<file path="config.mk">
export PLATFORM = sky130hd
export DESIGN_NAME = irrigation_timer
export DESIGN_NICKNAME = d
export VERILOG_FILES = /design/src/rtl/irrigation_timer.sv
export SDC_FILE = /design/constraint.sdc
export NUM_CORES = 1
export LEC_CHECK = 0
export BUFFER_PORTS_ARGS = -buffer_cell sky130_fd_sc_hd__clkbuf_2
export CORE_MARGIN = 1.5
export CORE_UTILIZATION = 30
export DETAILED_ROUTE_END_ITERATION = 12
export PLACE_DENSITY = 0.6
export SYNTH_ARGS = -nofsm -noshare
export SYNTH_HDL_FRONTEND = slang
export SYNTH_SLANG_ARGS = --single-unit
</file>
<file path="constraint.sdc">
create_clock -name clock -period 1.85 [get_ports clock]
set_input_delay 0.2775 -clock clock [delete_from_list [all_inputs] [get_ports clock]]
set_output_delay 0.2775 -clock clock [all_outputs]
set_load 0.005 [all_outputs]
</file>
<file path="src/rtl/irrigation_timer.sv">
// irrigation_timer: BCD MM:SS countdown timer for one irrigation cycle.
// A load pulse captures the (clamped) preset minutes with seconds 00. The
// count then decrements once per prescaled one-second tick while enabled,
// holds while paused, and latches EXPIRED when it reaches 00:00.
module irrigation_timer #(
    parameter int unsigned TICK_DIVIDER  = 50000000,
    parameter int unsigned MAX_MINUTES_D = 3
) (
    input  logic       clock,
    input  logic       reset,
    input  logic       timer_reset,
    input  logic       count_enable,
    input  logic [1:0] preset_minutes_d,
    input  logic [3:0] preset_minutes_u,
    output logic [1:0] minutes_d,
    output logic [3:0] minutes_u,
    output logic [2:0] seconds_d,
    output logic [3:0] seconds_u,
    output logic       running,
    output logic       timer_done,
    output logic       done_pulse,
    output logic       preset_clamped
);

    localparam int unsigned PW        = $clog2(TICK_DIVIDER);
    localparam logic [PW-1:0] TICK_LAST = PW'(TICK_DIVIDER - 1);
    localparam logic [1:0]    MD_MAX    = 2'(MAX_MINUTES_D);

    typedef enum logic [1:0] {
        IDLE,
        RUNNING,
        PAUSED,
        EXPIRED
    } state_t;

    typedef struct packed {
        logic [1:0] md;
        logic [3:0] mu;
        logic [2:0] sd;
        logic [3:0] su;
    } bcd_time_t;

    state_t    state;
    bcd_time_t cnt;
    bcd_time_t cnt_dec;
    bcd_time_t load_val;
    logic [PW-1:0] prescaler;
    logic      load_clamp;
    logic      load_zero;
    logic      dec_zero;

    // One-second BCD decrement with borrow through every digit.
    function automatic bcd_time_t dec_time(input bcd_time_t t);
        bcd_time_t r;
        r = t;
        if (t.su != 4'd0) begin
            r.su = t.su - 4'd1;
        end else begin
            r.su = 4'd9;
            if (t.sd != 3'd0) begin
                r.sd = t.sd - 3'd1;
            end else begin
                r.sd = 3'd5;
                if (t.mu != 4'd0) begin
                    r.mu = t.mu - 4'd1;
                end else begin
                    r.mu = 4'd9;
                    r.md = t.md - 2'd1;
                end
            end
        end
        return r;
    endfunction

    // Preset clamping and the decremented value feeding the state register.
    always_comb begin
        load_val    = '0;
        load_clamp  = 1'b0;
        load_val.mu = (preset_minutes_u > 4'd9) ? 4'd9 : preset_minutes_u;
        load_val.md = (preset_minutes_d > MD_MAX) ? MD_MAX : preset_minutes_d;
        load_clamp  = (preset_minutes_u > 4'd9) || (preset_minutes_d > MD_MAX);
        load_zero   = (load_val == '0);
        cnt_dec     = dec_time(cnt);
        dec_zero    = (cnt_dec == '0);
    end

    // Timer FSM: load, prescale, decrement and registered status outputs.
    // NOTE: every register here uses <= so all state updates at one edge see
    // the pre-edge values; blocking assignments would chain them in order.
    always_ff @(posedge clock or posedge reset) begin
        if (reset) begin
            state          <= IDLE;
            cnt            <= '0;
            prescaler      <= '0;
            running        <= 1'b0;
            timer_done     <= 1'b0;
            done_pulse     <= 1'b0;
            preset_clamped <= 1'b0;
        end else begin
            done_pulse     <= 1'b0;
            preset_clamped <= 1'b0;
            if (timer_reset) begin
                cnt            <= load_val;
                prescaler      <= '0;
                preset_clamped <= load_clamp;
                if (load_zero) begin
                    state      <= EXPIRED;
                    running    <= 1'b0;
                    timer_done <= 1'b1;
                    done_pulse <= 1'b1;
                end else if (count_enable) begin
                    state      <= RUNNING;
                    running    <= 1'b1;
                    timer_done <= 1'b0;
                end else begin
                    state      <= PAUSED;
                    running    <= 1'b0;
                    timer_done <= 1'b0;
                end
            end else begin
                case (state)
                    IDLE: begin
                        // Frozen until a load arrives; enable has no effect.
                    end
                    RUNNING: begin
                        if (!count_enable) begin
                            state   <= PAUSED;
                            running <= 1'b0;
                        end else if (prescaler == TICK_LAST) begin
                            prescaler <= '0;
                            cnt       <= cnt_dec;
                            if (dec_zero) begin
                                state      <= EXPIRED;
                                running    <= 1'b0;
                                timer_done <= 1'b1;
                                done_pulse <= 1'b1;
                            end
                        end else begin
                            prescaler <= prescaler + PW'(1);
                        end
                    end
                    PAUSED: begin
                        if (count_enable) begin
                            state   <= RUNNING;
                            running <= 1'b1;
                        end
                    end
                    EXPIRED: begin
                        // Sits at 00:00 until a load or reset.
                    end
                    default: begin
                        state   <= IDLE;
                        running <= 1'b0;
                    end
                endcase
            end
        end
    end

    assign minutes_d = cnt.md;
    assign minutes_u = cnt.mu;
    assign seconds_d = cnt.sd;
    assign seconds_u = cnt.su;

endmodule
</file>
==> flow_summary_export.csv <==
group,metric,value,unit
status,status,"finished with violations",
floorplanning,num_rows,34,
final_layout,fin_cells,524,
floorplanning,io_pins,27,
drt,vias_per_cell,5.27,
setup_path,critPathLaunchType,"register",
setup_path,crit_path_max_fanout,4,
final_layout,ff_latch_area,1130,µm²
timing,period_minus_slack,2.05,ns
final_layout,final_common_cell,"buf_4",
grt,grt.overflow.total,0,
final_layout,layout-drive-gt1-share,0.447,
floorplanning,initial_utilization,0.310,
synthesis,synth_fp_nets,309,
synthesis,avgSynthCellArea,9.04,µm²
power,leakage,0.00182,µW
timing,skew,0.00316,ns
setup_path,worstPathArrival,2.28,ns
synthesis,synth_cells,297,
clock_tree,cts_root_buf,"clkbuf_8",
clock_tree,cts_made_buffers,5,
floorplanning,design.core.area,8680,µm²
timing,whs,0.233,ns
placement,dp.cells,483,
timing,fmax,488,MHz
timing,worst_pin_slew,0.620,ns
worst_hold_path,hold_class,"primary input to register",
clock_tree,clkTransAtPathRegs,0.08,ns
final_layout,multiInputGateArea,1700,µm²
setup_path,cp_slowest_stage_delay,0.50,ns
setup_path,cp_slowest_cell,"or4b_4",
setup_path,path_class,"register to register",
clock_tree,cts_sinks,45,
clock_tree,cts_tree,"yes",
setup_path,endpoint_kind,"register",
drt,postRouteAntennaNets,0,
clock_tree,clock_latency,0.30,ns
setup_path,r2r_slack,-0.20,ns
synthesis,yosys_warnings,0,
clock_tree,htreeDepth,2,
final_layout,nNetsFinal,427,
setup_path,crit_chain,"nor2_2 > ha_2 > nor3b_4 > a31o_2 > o311a_1 > or4b_4 > a21oi_2",
drt,drt-total-wl,8180,µm
final_layout,antenna_cells,0,
drt,dr.pass1.iters,4,
setup_path,worstPathRequired,2.08,ns
drt,drtIter0Drc,131,
grt,grt_usage,0.160,
power,vdd_drop_max,288,µV
synthesis,ys_types,56,
floorplanning,die_w,97.6,µm
flow_run,maxCapViolations,0,
timing,hold_violations,0,
grt,grt_max_degree,30,
drt,vias,2759,
timing,post-route-period-util,1.11,
synthesis,synth_ff_type,"dfrtp_1",
clock_tree,cts.path.max_buffers,2,
grt,grt_pass1_vias,2602,
power,cellPowerDensity,484,nW/µm²
timing,finalWorstSetupSlack,-0.201,ns
placement,portBuffers,26,
synthesis,synth-seq-cells,45,
synthesis,synth_area,2690,µm²
drt,drc,0,
final_layout,final_cell_mix,"buf_4, dfrtp_1, nor2_1, clkbuf_2, nand2_1",
final_layout,syn2layout_area_growth,51.0,%
grt,antenna_found_initial,0,
floorplanning,die_y,97.6,µm
timing,finalMaxSlewViolations,0,
synthesis,ys_seq_area_frac,0.419,
placement,place.gp.congestion,0.884,
drt,routedWlPerCell,15.6,µm
synthesis,synthArstFlopShare,1.00,
timing,rsz0062_at_grt,"yes",
floorplanning,die-area,9530,µm²
placement,dp_hpwl,5430,µm
timing,setup_viol_count_final,15,
status,violations,"negative setup slack",
final_layout,n_fill_cell,823,
grt,grt_pass1_wl,12500,µm
timing,slew_headroom,0.586,
synthesis,synth_edf_count,0,
## sequential cells by signal, indices dropped and copies added, names as in the netlist
signal and cells:
prescaler 26, seconds_d 3, state 2, running 1, seconds_u 4, minutes_u 4
minutes_d 2, timer_done 1, preset_clamped 1, done_pulse 1
## what timing repair did
item / CTS / global route
hold buffers: 1 / 0
buffers inserted: 12 / 19
resized for setup: 32 / 38
setup endpoints to repair: 33 / 35
gates cloned: 0 / 1
pin swaps: 15 / 34
hold endpoints to repair: 16 / 0
## cell type report
class / instances / area share
clock buffer: 8 / 0.0197
inverter: 13 / 0.0120
multi-input combinational: 225 / 0.418
sequential: 45 / 0.278
tap: 108 / 0.0333
timing repair buffer: 125 / 0.238
## report_power, final
| group | leakage (µW) | internal, µW | switching, µW |
|---|---|---|---|
| clock network | 0.0000395 | 269 | 335 |
| registers | 0.000599 | 1010 | 32.7 |
| logic | 0.00118 | 133 | 181 |
| total | 0.00182 | 1410 | 548 |
## cells in the mapped netlist, types with 2 or more instances
library cell,instances,area (µm²)
xor2_1,10,87.6
nand2_1,24,90.1
o21ai_0,14,70.1
nor4b_4,2,47.6
nor3b_1,2,15.0
a21o_1,2,15.0
nand4_1,14,87.6
nor3_1,4,20.0
mux2i_1,2,20.0
a31oi_1,4,25.0
and4_1,5,43.8
dfrtp_1,45,1130
ha_1,2,25.0
a22oi_1,3,22.5
nor3_2,2,20.0
o21ai_1,2,10.0
nor4b_1,2,17.5
and3_1,6,37.5
o41ai_1,2,17.5
o31ai_1,6,45.0
nor2_1,35,131
inv_1,13,48.8
or4_1,6,45.0
clkbuf_1,9,33.8
nand3_1,14,70.1
xnor2_1,7,61.3
o41a_1,2,22.5
nor4_1,6,37.5
nand2b_1,3,18.8
buf_2,3,15.0
a21oi_1,16,80.1
or4b_1,2,20.0
nand3b_1,2,15.0
and2_1,4,25.0
## per-stage QoR
step | cell area (µm²) | TNS, ns | util | total power, µW | worst slack, ns
3_3_place_gp | 3410 | -1.61 | 0.393 | 1320 | -0.173
3_5_place_dp | 3410 | -2.42 | 0.393 | 1330 | -0.285
4_1_cts | 3730 | -0.740 | 0.429 | 1950 | -0.191
2_1_floorplan | 2690 | -0.273 | - | 1200 | -0.139
5_1_grt | 4060 | -2.76 | 0.468 | 2050 | -0.277
6_report | 4060 | -1.32 | 0.468 | 1960 | -0.201
## cells by family after synthesis
kind of cell             after synthesis  share of synthesized area
AO/OA/AOI/OAI                         60                      0.146
adder cells (fa/ha/maj)                2                    0.00931
buffers and inverters                 27                     0.0433
XOR/XNOR                              17                     0.0554
multiplexers                           3                     0.0116
flip-flops                            45                      0.419
AND/OR/NAND/NOR                      143                      0.315
## worst paths after layout
check,depth (start not counted),from,to
worst min register to register,1,prescaler[22]$_DFFE_PP0P_,prescaler[22]$_DFFE_PP0P_
max in group asynchronous,4,reset,prescaler[7]$_DFFE_PP0P_
worst min-delay path,3,preset_minutes_u[3],minutes_u[3]$_DFFE_PP0P_
worst max register to register,7,seconds_d[1]$_DFFE_PP0P_,timer_done$_DFFE_PP0P_
min in group asynchronous,3,reset,prescaler[12]$_DFFE_PP0P_
worst max-delay path,7,seconds_d[1]$_DFFE_PP0P_,timer_done$_DFFE_PP0P_
## worst max-delay path: cells and delay by family, from the launching register on
kind                       cells  cell delay (ns)
AOI/OAI and AO/OA              3             0.51
adders and majority gates      1             0.19
DFF                            1             0.41
and+or+nand+nor                3             0.88
## routing by layer
metal,up-vias,wire length (µm),global-route usage
met2,59,4070,0.269
met5,-,0,0
met4,0,100,0.0429
met3,12,326,0.0309
met1,1367,3680,0.210
li1,1321,-,-
Power figures use the tool's default switching activity.
